File: src/rtl/npc_ctrl.sv
// npc_ctrl: right-side NPC for PikaBall. It tracks the ball in x and jumps with fixed-point gravity physics.
// Optional feature NPC_PREDICT_EN: aim at a linearly extrapolated ball x instead of the current ball x.
module npc_ctrl #(
  parameter int unsigned VBUF_W     = 320,
  parameter int unsigned NET_X      = 160,
  parameter int unsigned NPC_W      = 41,
  parameter int unsigned GROUND_Y   = 199,
  parameter int unsigned H_STEP     = 2,
  parameter int unsigned FRAC_BITS  = 4,
  parameter int unsigned JUMP_V     = 96,
  parameter int unsigned GRAVITY    = 8,
  parameter int unsigned JUMP_RANGE = 24,
  parameter int unsigned JUMP_Y_MAX = 150,
  parameter int unsigned COOLDOWN   = 16
) (
  input  logic        clk,
  input  logic        reset_n,
  input  logic        enable,
  input  logic        phys_tick,
  input  logic [11:0] ball_pos_x,
  input  logic [11:0] ball_pos_y,
  output logic [11:0] npc_pos_x,
  output logic [11:0] npc_pos_y,
  output logic        airborne,
  output logic [1:0]  fsm_state
);

  localparam int unsigned POS_W = 12;
  localparam int unsigned XW    = POS_W + 1;
  localparam int unsigned Y_W   = POS_W + FRAC_BITS;
  localparam int unsigned YW1   = Y_W + 1;
  localparam int unsigned VEL_W = FRAC_BITS + 8;
  localparam int unsigned CD_W  = $clog2(COOLDOWN + 2);

  localparam logic [POS_W-1:0] X_RST = POS_W'(VBUF_W - NPC_W - 1);
  localparam logic [XW-1:0]    X_MIN = XW'(NET_X);
  localparam logic [XW-1:0]    X_MAX = XW'(VBUF_W - NPC_W);
  localparam logic [Y_W-1:0]   Y_GND = Y_W'(GROUND_Y << FRAC_BITS);
  localparam logic [VEL_W-1:0] GRAV  = VEL_W'(GRAVITY);

  typedef enum logic [1:0] {
    ST_GROUND = 2'd0,
    ST_RISE   = 2'd1,
    ST_FALL   = 2'd2,
    ST_BAD    = 2'd3
  } state_t;

  state_t           state_q, st_d;
  logic [POS_W-1:0] x_q, x_d;
  logic [Y_W-1:0]   y_q, y_d;
  logic [VEL_W-1:0] vel_q, vel_d, vel_up;
  logic [CD_W-1:0]  cd_q, cd_d;
  logic             airborne_q, airborne_d;
  logic             step, jump_ok;
  logic [POS_W-1:0] target, hdist, hstep;
  logic [XW-1:0]    x_mv;
  logic [YW1-1:0]   y_sum;

  function automatic logic [POS_W-1:0] abs_diff(input logic [POS_W-1:0] a,
                                                input logic [POS_W-1:0] b);
    return (a >= b) ? a - b : b - a;
  endfunction

  assign step = enable & phys_tick;

`ifdef NPC_PREDICT_EN
  localparam logic signed [15:0] TGT_MAX = 16'(VBUF_W - 1);

  logic [POS_W-1:0]   prev_x_q;
  logic               prev_vld_q;
  logic signed [12:0] dx;
  logic signed [15:0] tgt_s;

  // Extrapolate four steps ahead from the last observed ball motion.
  always_comb begin
    dx     = 13'sd0;
    tgt_s  = 16'sd0;
    target = ball_pos_x;
    if (prev_vld_q)
      dx = $signed({1'b0, ball_pos_x}) - $signed({1'b0, prev_x_q});
    tgt_s = $signed({4'b0, ball_pos_x}) + ($signed(16'(dx)) <<< 2);
    if (tgt_s < 16'sd0)
      target = '0;
    else if (tgt_s > TGT_MAX)
      target = POS_W'(VBUF_W - 1);
    else
      target = tgt_s[POS_W-1:0];
  end

  always_ff @(posedge clk) begin
    if (!reset_n) begin
      prev_x_q   <= '0;
      prev_vld_q <= 1'b0;
    end else if (step) begin
      prev_x_q   <= ball_pos_x;
      prev_vld_q <= 1'b1;
    end
  end
`else
  assign target = ball_pos_x;
`endif

  // Horizontal chase: bounded step toward the target, kept inside the right half-court.
  always_comb begin
    x_d   = x_q;
    hdist = abs_diff(target, x_q);
    hstep = (hdist > POS_W'(H_STEP)) ? POS_W'(H_STEP) : hdist;
    x_mv  = (target >= x_q) ? ({1'b0, x_q} + {1'b0, hstep})
                            : ({1'b0, x_q} - {1'b0, hstep});
    if (x_mv < X_MIN)
      x_d = POS_W'(NET_X);
    else if (x_mv > X_MAX)
      x_d = POS_W'(VBUF_W - NPC_W);
    else
      x_d = x_mv[POS_W-1:0];
  end

  assign jump_ok = (abs_diff(ball_pos_x, x_q) <= POS_W'(JUMP_RANGE)) &&
                   (ball_pos_y <= POS_W'(JUMP_Y_MAX));

  // Vertical physics and jump FSM next-state.
  always_comb begin
    st_d       = state_q;
    y_d        = y_q;
    vel_d      = vel_q;
    cd_d       = cd_q;
    vel_up     = vel_q + GRAV;
    y_sum      = YW1'(y_q) + YW1'(vel_up);
    airborne_d = 1'b0;
    case (state_q)
      ST_GROUND: begin
        if (cd_q != '0) begin
          cd_d = cd_q - CD_W'(1);
        end else if (jump_ok) begin
          vel_d = VEL_W'(JUMP_V);
          st_d  = ST_RISE;
        end
      end
      ST_RISE: begin
        y_d = (Y_W'(vel_q) > y_q) ? '0 : y_q - Y_W'(vel_q);
        if (vel_q > GRAV) begin
          vel_d = vel_q - GRAV;
        end else begin
          vel_d = '0;
          st_d  = ST_FALL;
        end
      end
      ST_FALL: begin
        if (y_sum >= YW1'(Y_GND)) begin
          y_d   = Y_GND;
          vel_d = '0;
          cd_d  = CD_W'(COOLDOWN);
          st_d  = ST_GROUND;
        end else begin
          y_d   = y_sum[Y_W-1:0];
          vel_d = vel_up;
        end
      end
      default: begin
        y_d   = Y_GND;
        vel_d = '0;
        st_d  = ST_GROUND;
      end
    endcase
    airborne_d = (st_d == ST_RISE) || (st_d == ST_FALL);
  end

  always_ff @(posedge clk) begin
    if (!reset_n) begin
      state_q    <= ST_GROUND;
      x_q        <= X_RST;
      y_q        <= Y_GND;
      vel_q      <= '0;
      cd_q       <= '0;
      airborne_q <= 1'b0;
    end else if (step) begin
      state_q    <= st_d;
      x_q        <= x_d;
      y_q        <= y_d;
      vel_q      <= vel_d;
      cd_q       <= cd_d;
      airborne_q <= airborne_d;
    end
  end

  assign npc_pos_x = x_q;
  assign npc_pos_y = y_q[Y_W-1:FRAC_BITS];
  assign airborne  = airborne_q;
  assign fsm_state = state_q;

endmodule

File: config.mk
export PLATFORM = sky130hd
export DESIGN_NAME = npc_ctrl
export DESIGN_NICKNAME = d
export VERILOG_FILES = /design/src/rtl/npc_ctrl.sv
export SDC_FILE = /design/constraint.sdc
export NUM_CORES = 1
export LEC_CHECK = 0
export ABC_AREA = 1
export CORE_ASPECT_RATIO = 2
export CORE_UTILIZATION = 54
export DETAILED_ROUTE_END_ITERATION = 10
export PLACE_DENSITY = 0.84
export SYNTH_ARGS = -nofsm -noshare
export SYNTH_HDL_FRONTEND = slang
export SYNTH_SLANG_ARGS = --single-unit
File: constraint.sdc
create_clock -name clk -period 5.45 [get_ports clk]
set_clock_uncertainty 0.2 [all_clocks]
set_input_delay 1.09 -clock clk [delete_from_list [all_inputs] [get_ports clk]]
set_output_delay 1.09 -clock clk [all_outputs]
set_load 0.01 [all_outputs]
==> impl_metrics.tcl, run 1 <==
set metrics [dict create \
    status "aborted with a tool error" \
    haltStage "global routing" \
    error "[ERROR GRT-0232] Routing congestion too high. Check the congestion heatmap in the GUI." \
    rows 53 \
    cts_buffer_depth 2 \
    ctsHoldBuffers 0 \
    io_buffers 54 \
    htreeDepth 2 \
    worst-ep-kind "register data pin" \
    preCtsSetupSlack_ns -0.8165 \
    syn-cell-area_um2 5784 \
    ios 55 \
    hpwl_mm 15.55 \
    clock_sinks 44 \
    cts_root_buf "clkbuf_16" \
    grt_max_degree 37 \
    start_util_pct 55.21 \
    die_w_um 75.19 \
    synth_xor_area_share_pct 6.965 \
    grt_overflow 4 \
    synth_mux_area_share_pct 0 \
    grt_usage_pct 52.58 \
    synth-simple-area-share_pct 33.81 \
    synthAdderAreaFrac_pct 15.31 \
    synth-seq-cells 44 \
    die_h_um 148.4 \
    seq_area_frac_synth_pct 15.23 \
    place_area_um2 7010 \
    synth_compound_area_share_pct 15.01 \
    synth_top_family_by_area "simple AND/OR/NAND/NOR gates" \
    synth_cells 959 \
    ys_types 44 \
    gp_congestion 1.037 \
    postGrtWorstEndpoint "npc_pos_x[1]$_SDFFE_PN1P_/D" \
    syn_area_per_cell_um2 6.032 \
    cts_buffers 5 \
    syn_nets 1056 \
    yosysWarnings 0 \
]
[synthesized netlist by cell type]
| cell | instances | share of area [%] |
|---|---|---|
| nor4_1 | 4 | 0.43 |
| nor2_2 | 4 | 0.43 |
| nand3b_1 | 1 | 0.13 |
| nand2_4 | 1 | 0.19 |
| nand2_1 | 258 | 17 |
| buf_4 | 15 | 1.9 |
| or2_2 | 2 | 0.22 |
| nand3_1 | 63 | 5.5 |
| nand3_2 | 3 | 0.52 |
| clkinv_1 | 1 | 0.065 |
| a21boi_4 | 1 | 0.32 |
| o211ai_2 | 1 | 0.22 |
| a21o_1 | 1 | 0.13 |
| o21ai_0 | 37 | 3.2 |
| a211oi_1 | 1 | 0.13 |
| nor3b_1 | 4 | 0.52 |
| nand2_2 | 11 | 1.2 |
| nor2_4 | 3 | 0.58 |
| nor3_1 | 10 | 0.87 |
| inv_2 | 7 | 0.45 |
| conb_1 | 2 | 0.13 |
| xnor2_1 | 12 | 1.8 |
| xor2_1 | 34 | 5.1 |
| clkbuf_1 | 10 | 0.65 |
| nand4_1 | 17 | 1.8 |
| dfxtp_1 | 44 | 15 |
| inv_1 | 151 | 9.8 |
| a21oi_2 | 1 | 0.15 |
| o21bai_1 | 4 | 0.52 |
| o31ai_1 | 2 | 0.26 |
| o211ai_1 | 9 | 1.2 |
| buf_6 | 1 | 0.19 |
| o22ai_1 | 7 | 0.76 |
| o21ai_2 | 1 | 0.15 |
| a21boi_0 | 1 | 0.13 |
| and3_1 | 1 | 0.11 |
| o21ai_1 | 8 | 0.69 |
| fa_1 | 3 | 1.0 |
| and2_1 | 1 | 0.11 |
| nor2_1 | 69 | 4.5 |
| ha_1 | 66 | 14 |
| o21a_1 | 2 | 0.26 |
| buf_2 | 5 | 0.43 |
| a21oi_1 | 80 | 6.9 |
[logic make-up after synthesis]
logic type | Yosys count
xor gates and xnor gates | 46
buffers and inverters | 190
DFF | 44
and+or+nand+nor | 452
other | 2
AOI/OAI and AO/OA | 156
adders and majority gates | 69
[per-layer routing]
layer	GRT overflow	global-route usage, %
met4	2	51.94
met5	0	6.566
met2	1	76.04
met3	1	32.93
met1	0	47.00
[stage by stage]
stage,cells,TNS (ns)
detailed placement,1212,-6.720
floorplan,959,0
global placement,1212,-5.750
CTS,1230,0
[timing repair]
action,4_1_cts
endpoints found under the setup margin,9
pin swaps,36
hold endpoints to repair,0
setup buffers,10
gates resized for setup,98
==> run 2, diff against run 1 <==
CORE_ASPECT_RATIO = not set   (was 2)
CORE_UTILIZATION = 40   (was 54)
PLACE_DENSITY = not set   (was 0.84)
PLACE_DENSITY_LB_ADDON = 0.15   (was not set)
clock period = 7.1 ns   (was 5.45 ns; I/O delays follow)
==> impl_metrics.tcl, run 2 <==
set metrics [dict create \
    grt_usage_pct 22.15 \
    clock_power_share_pct 31.4 \
    drv_slew 0 \
    cts_tree "done" \
    slowest_stage "fa_1" \
    hpwl_mm 13.20 \
    largest_reg_flops 15 \
    total_power_mw 0.8812 \
    io_buffers 54 \
    cp-end-kind "flip-flop" \
    worstSkewPairLatency_ns 0.30 \
    wl_per_cell_um 13.61 \
    switching_power_mw 0.3262 \
    final_cell_mix "258 x nand2_1, 151 x inv_1, 80 x a21oi_1" \
    final_common_cell "nand2_1" \
    fin_ws_ns 0.4318 \
    fin_cells 1174 \
    slew_headroom_pct 53.83 \
    fmax_mhz 150.0 \
    critPathKind "in2reg" \
    routed_via_density 5.107 \
    grt_max_degree 20 \
    finalHoldViolations 0 \
    postSynth.asyncResetShare_pct 0 \
    top_register "y_q" \
    ios 55 \
    synth_edf_count 0 \
    yosysWarnings 0 \
    post-route-period-util_pct 93.92 \
    preCtsSetupSlack_ns 0.1296 \
    drv_cap 0 \
    ctsHoldBuffers 0 \
    pwr_density_cell_nw_per_um2 134.1 \
    synth-seq-cells 44 \
    grt_pass1_wl_mm 26.05 \
    timing.final.crit_period_ns 6.668 \
    cp.required_ns 7.05 \
    vias 5996 \
    die-area_um2 14950 \
    intPower_mw 0.5551 \
    start_util_pct 41.35 \
    worstHoldPathType "reg2reg" \
    antenna_found_initial 0 \
    rows 43 \
    cts_buffers 5 \
    critical-path-max-stage-delay_ns 0.45 \
    fin_nets 1090 \
    drc_errors 0 \
    grt_overflow 0 \
    first_pass_iters 5 \
    syn-cell-area_um2 5784 \
    tns_ns 0 \
    synth_largest_area_cell "nand2_1" \
    synth.area.top_cells "nand2_1 17%, dfxtp_1 15%, ha_1 14%, inv_1 9.8%, a21oi_1 6.9%" \
    antenna_cells 0 \
    power_leakage_nw 3.241 \
    grt_pass1_vias 5340 \
    yosysMostFrequentCell "nand2_1" \
    clock_sinks 44 \
    ir_drop_uv 95.77 \
    rsz0062_at_grt "no" \
    htreeDepth 2 \
    drt_iter0_markers 354 \
    detail-route-antenna-nets 0 \
    clkTransAtPathRegs_ns 0.06 \
    cp-start-kind "primary input" \
    arrival_ns 6.62 \
    setup_violations 0 \
    seq_power_share_pct 30.8 \
    synth_commonest_cells "258 x nand2_1, 151 x inv_1, 80 x a21oi_1, 69 x nor2_1, 66 x ha_1" \
    synth-main-ff-cell "dfxtp_1" \
    cts_setup_buffers 0 \
    gp_congestion 0.9680 \
    wl_mm 15.97 \
    drive_gt1_share_pct 4.930 \
    syn_nets 1056 \
    worstPathMaxFanout 7 \
    die_w_um 122.3 \
    synth_cells 959 \
    ys_types 44 \
    cts_root_buf "clkbuf_16" \
    swShare_pct 37.01 \
    cts_resized 0 \
    dp.cells 1166 \
    seq_area_frac_synth_pct 15.23 \
    die_h_um 122.3 \
    synth_top_area_share_pct 16.74 \
    status "finished clean" \
    areaGrowthSynthToFinish_pct 13.63 \
    syn_area_per_cell_um2 6.032 \
    power_frac_comb_pct 37.7 \
    tightest_slew_ns 0.6900 \
    core_um2 13990 \
    hold_slack_ns 0.2676 \
    cts_buffer_depth 2 \
]
## run 2: path summary, 6_finish.rpt
check | startpoint | endpoint | slack (ns) | cells after the start
setup / recovery | ball_pos_x[0] | npc_pos_x[1]$_SDFFE_PN1P_ | 0.43 | 34
hold / removal | y_q[1]$_SDFFE_PN0P_ | y_q[1]$_SDFFE_PN0P_ | 0.27 | 2
setup reg to reg | npc_pos_x[1]$_SDFFE_PN1P_ | npc_pos_x[1]$_SDFFE_PN1P_ | 1.47 | 31
hold reg to reg | y_q[1]$_SDFFE_PN0P_ | y_q[1]$_SDFFE_PN0P_ | 0.27 | 2
## run 2: power by group through the flow
| stage | clock network (mW) | registers (mW) | logic, mW |
|---|---|---|---|
| after detailed placement | 0 | 0.278 | 0.328 |
| after global placement | 0 | 0.278 | 0.330 |
| after global routing | 0.292 | 0.274 | 0.378 |
| after CTS | 0.282 | 0.272 | 0.330 |
| final | 0.277 | 0.272 | 0.333 |
| after floorplan | 0 | 0.275 | 0.246 |
## run 2: routing by layer
layer  global-route usage (%)  wire, µm
met1                    32.73      8247
met4                    5.183       192
met5                        0         0
met3                    2.742       717
met2                    33.85      6816
## run 2: worst max-delay path, delay by kind of cell
family                   cells  cell delay, ns
buffers and inverters       10            1.09
AO/OA/AOI/OAI                5            0.89
AND/OR/NAND/NOR             14            1.68
adder cells (fa/ha/maj)      4            1.33
XOR/XNOR                     1            0.21
## run 2: cell families (layout without fill, tap and decap cells)
family	Yosys count	after routing	synth area share [%]
xor+xnor	46	46	6.965
other cells	2	2	0.1298
compound gates	156	156	15.01
buf+inv	190	225	13.54
simple gates	452	452	33.81
flops	44	44	15.23
fa+ha+maj	69	69	15.31
## run 2: final cells by class
type                       count  area, µm²
fill                        1556       7416
multi-input combinational    725       4128
sequential                    44      880.8
inverter                     159      596.8
timing repair buffer          58      570.5
tap                          180      225.2
clock buffer                   5      125.1
clock inverter                 3      46.29
## run 2: through the flow
stage | instance area [µm²] | util (%)
final | 6573 | 46.99
after global routing | 6573 | 46.99
after CTS | 6565 | 46.93
after detailed placement | 6394 | 45.71
after global placement | 6394 | 45.71
after floorplan | 5784 | -
No activity file was read; power rests on OpenSTA's default activity.
==> run 3, diff against run 2 <==
GPL_TIMING_DRIVEN = 1   (was not set)
==> results of run 3 <==
Final layout, timing and power as in run 2 (identical DEF).
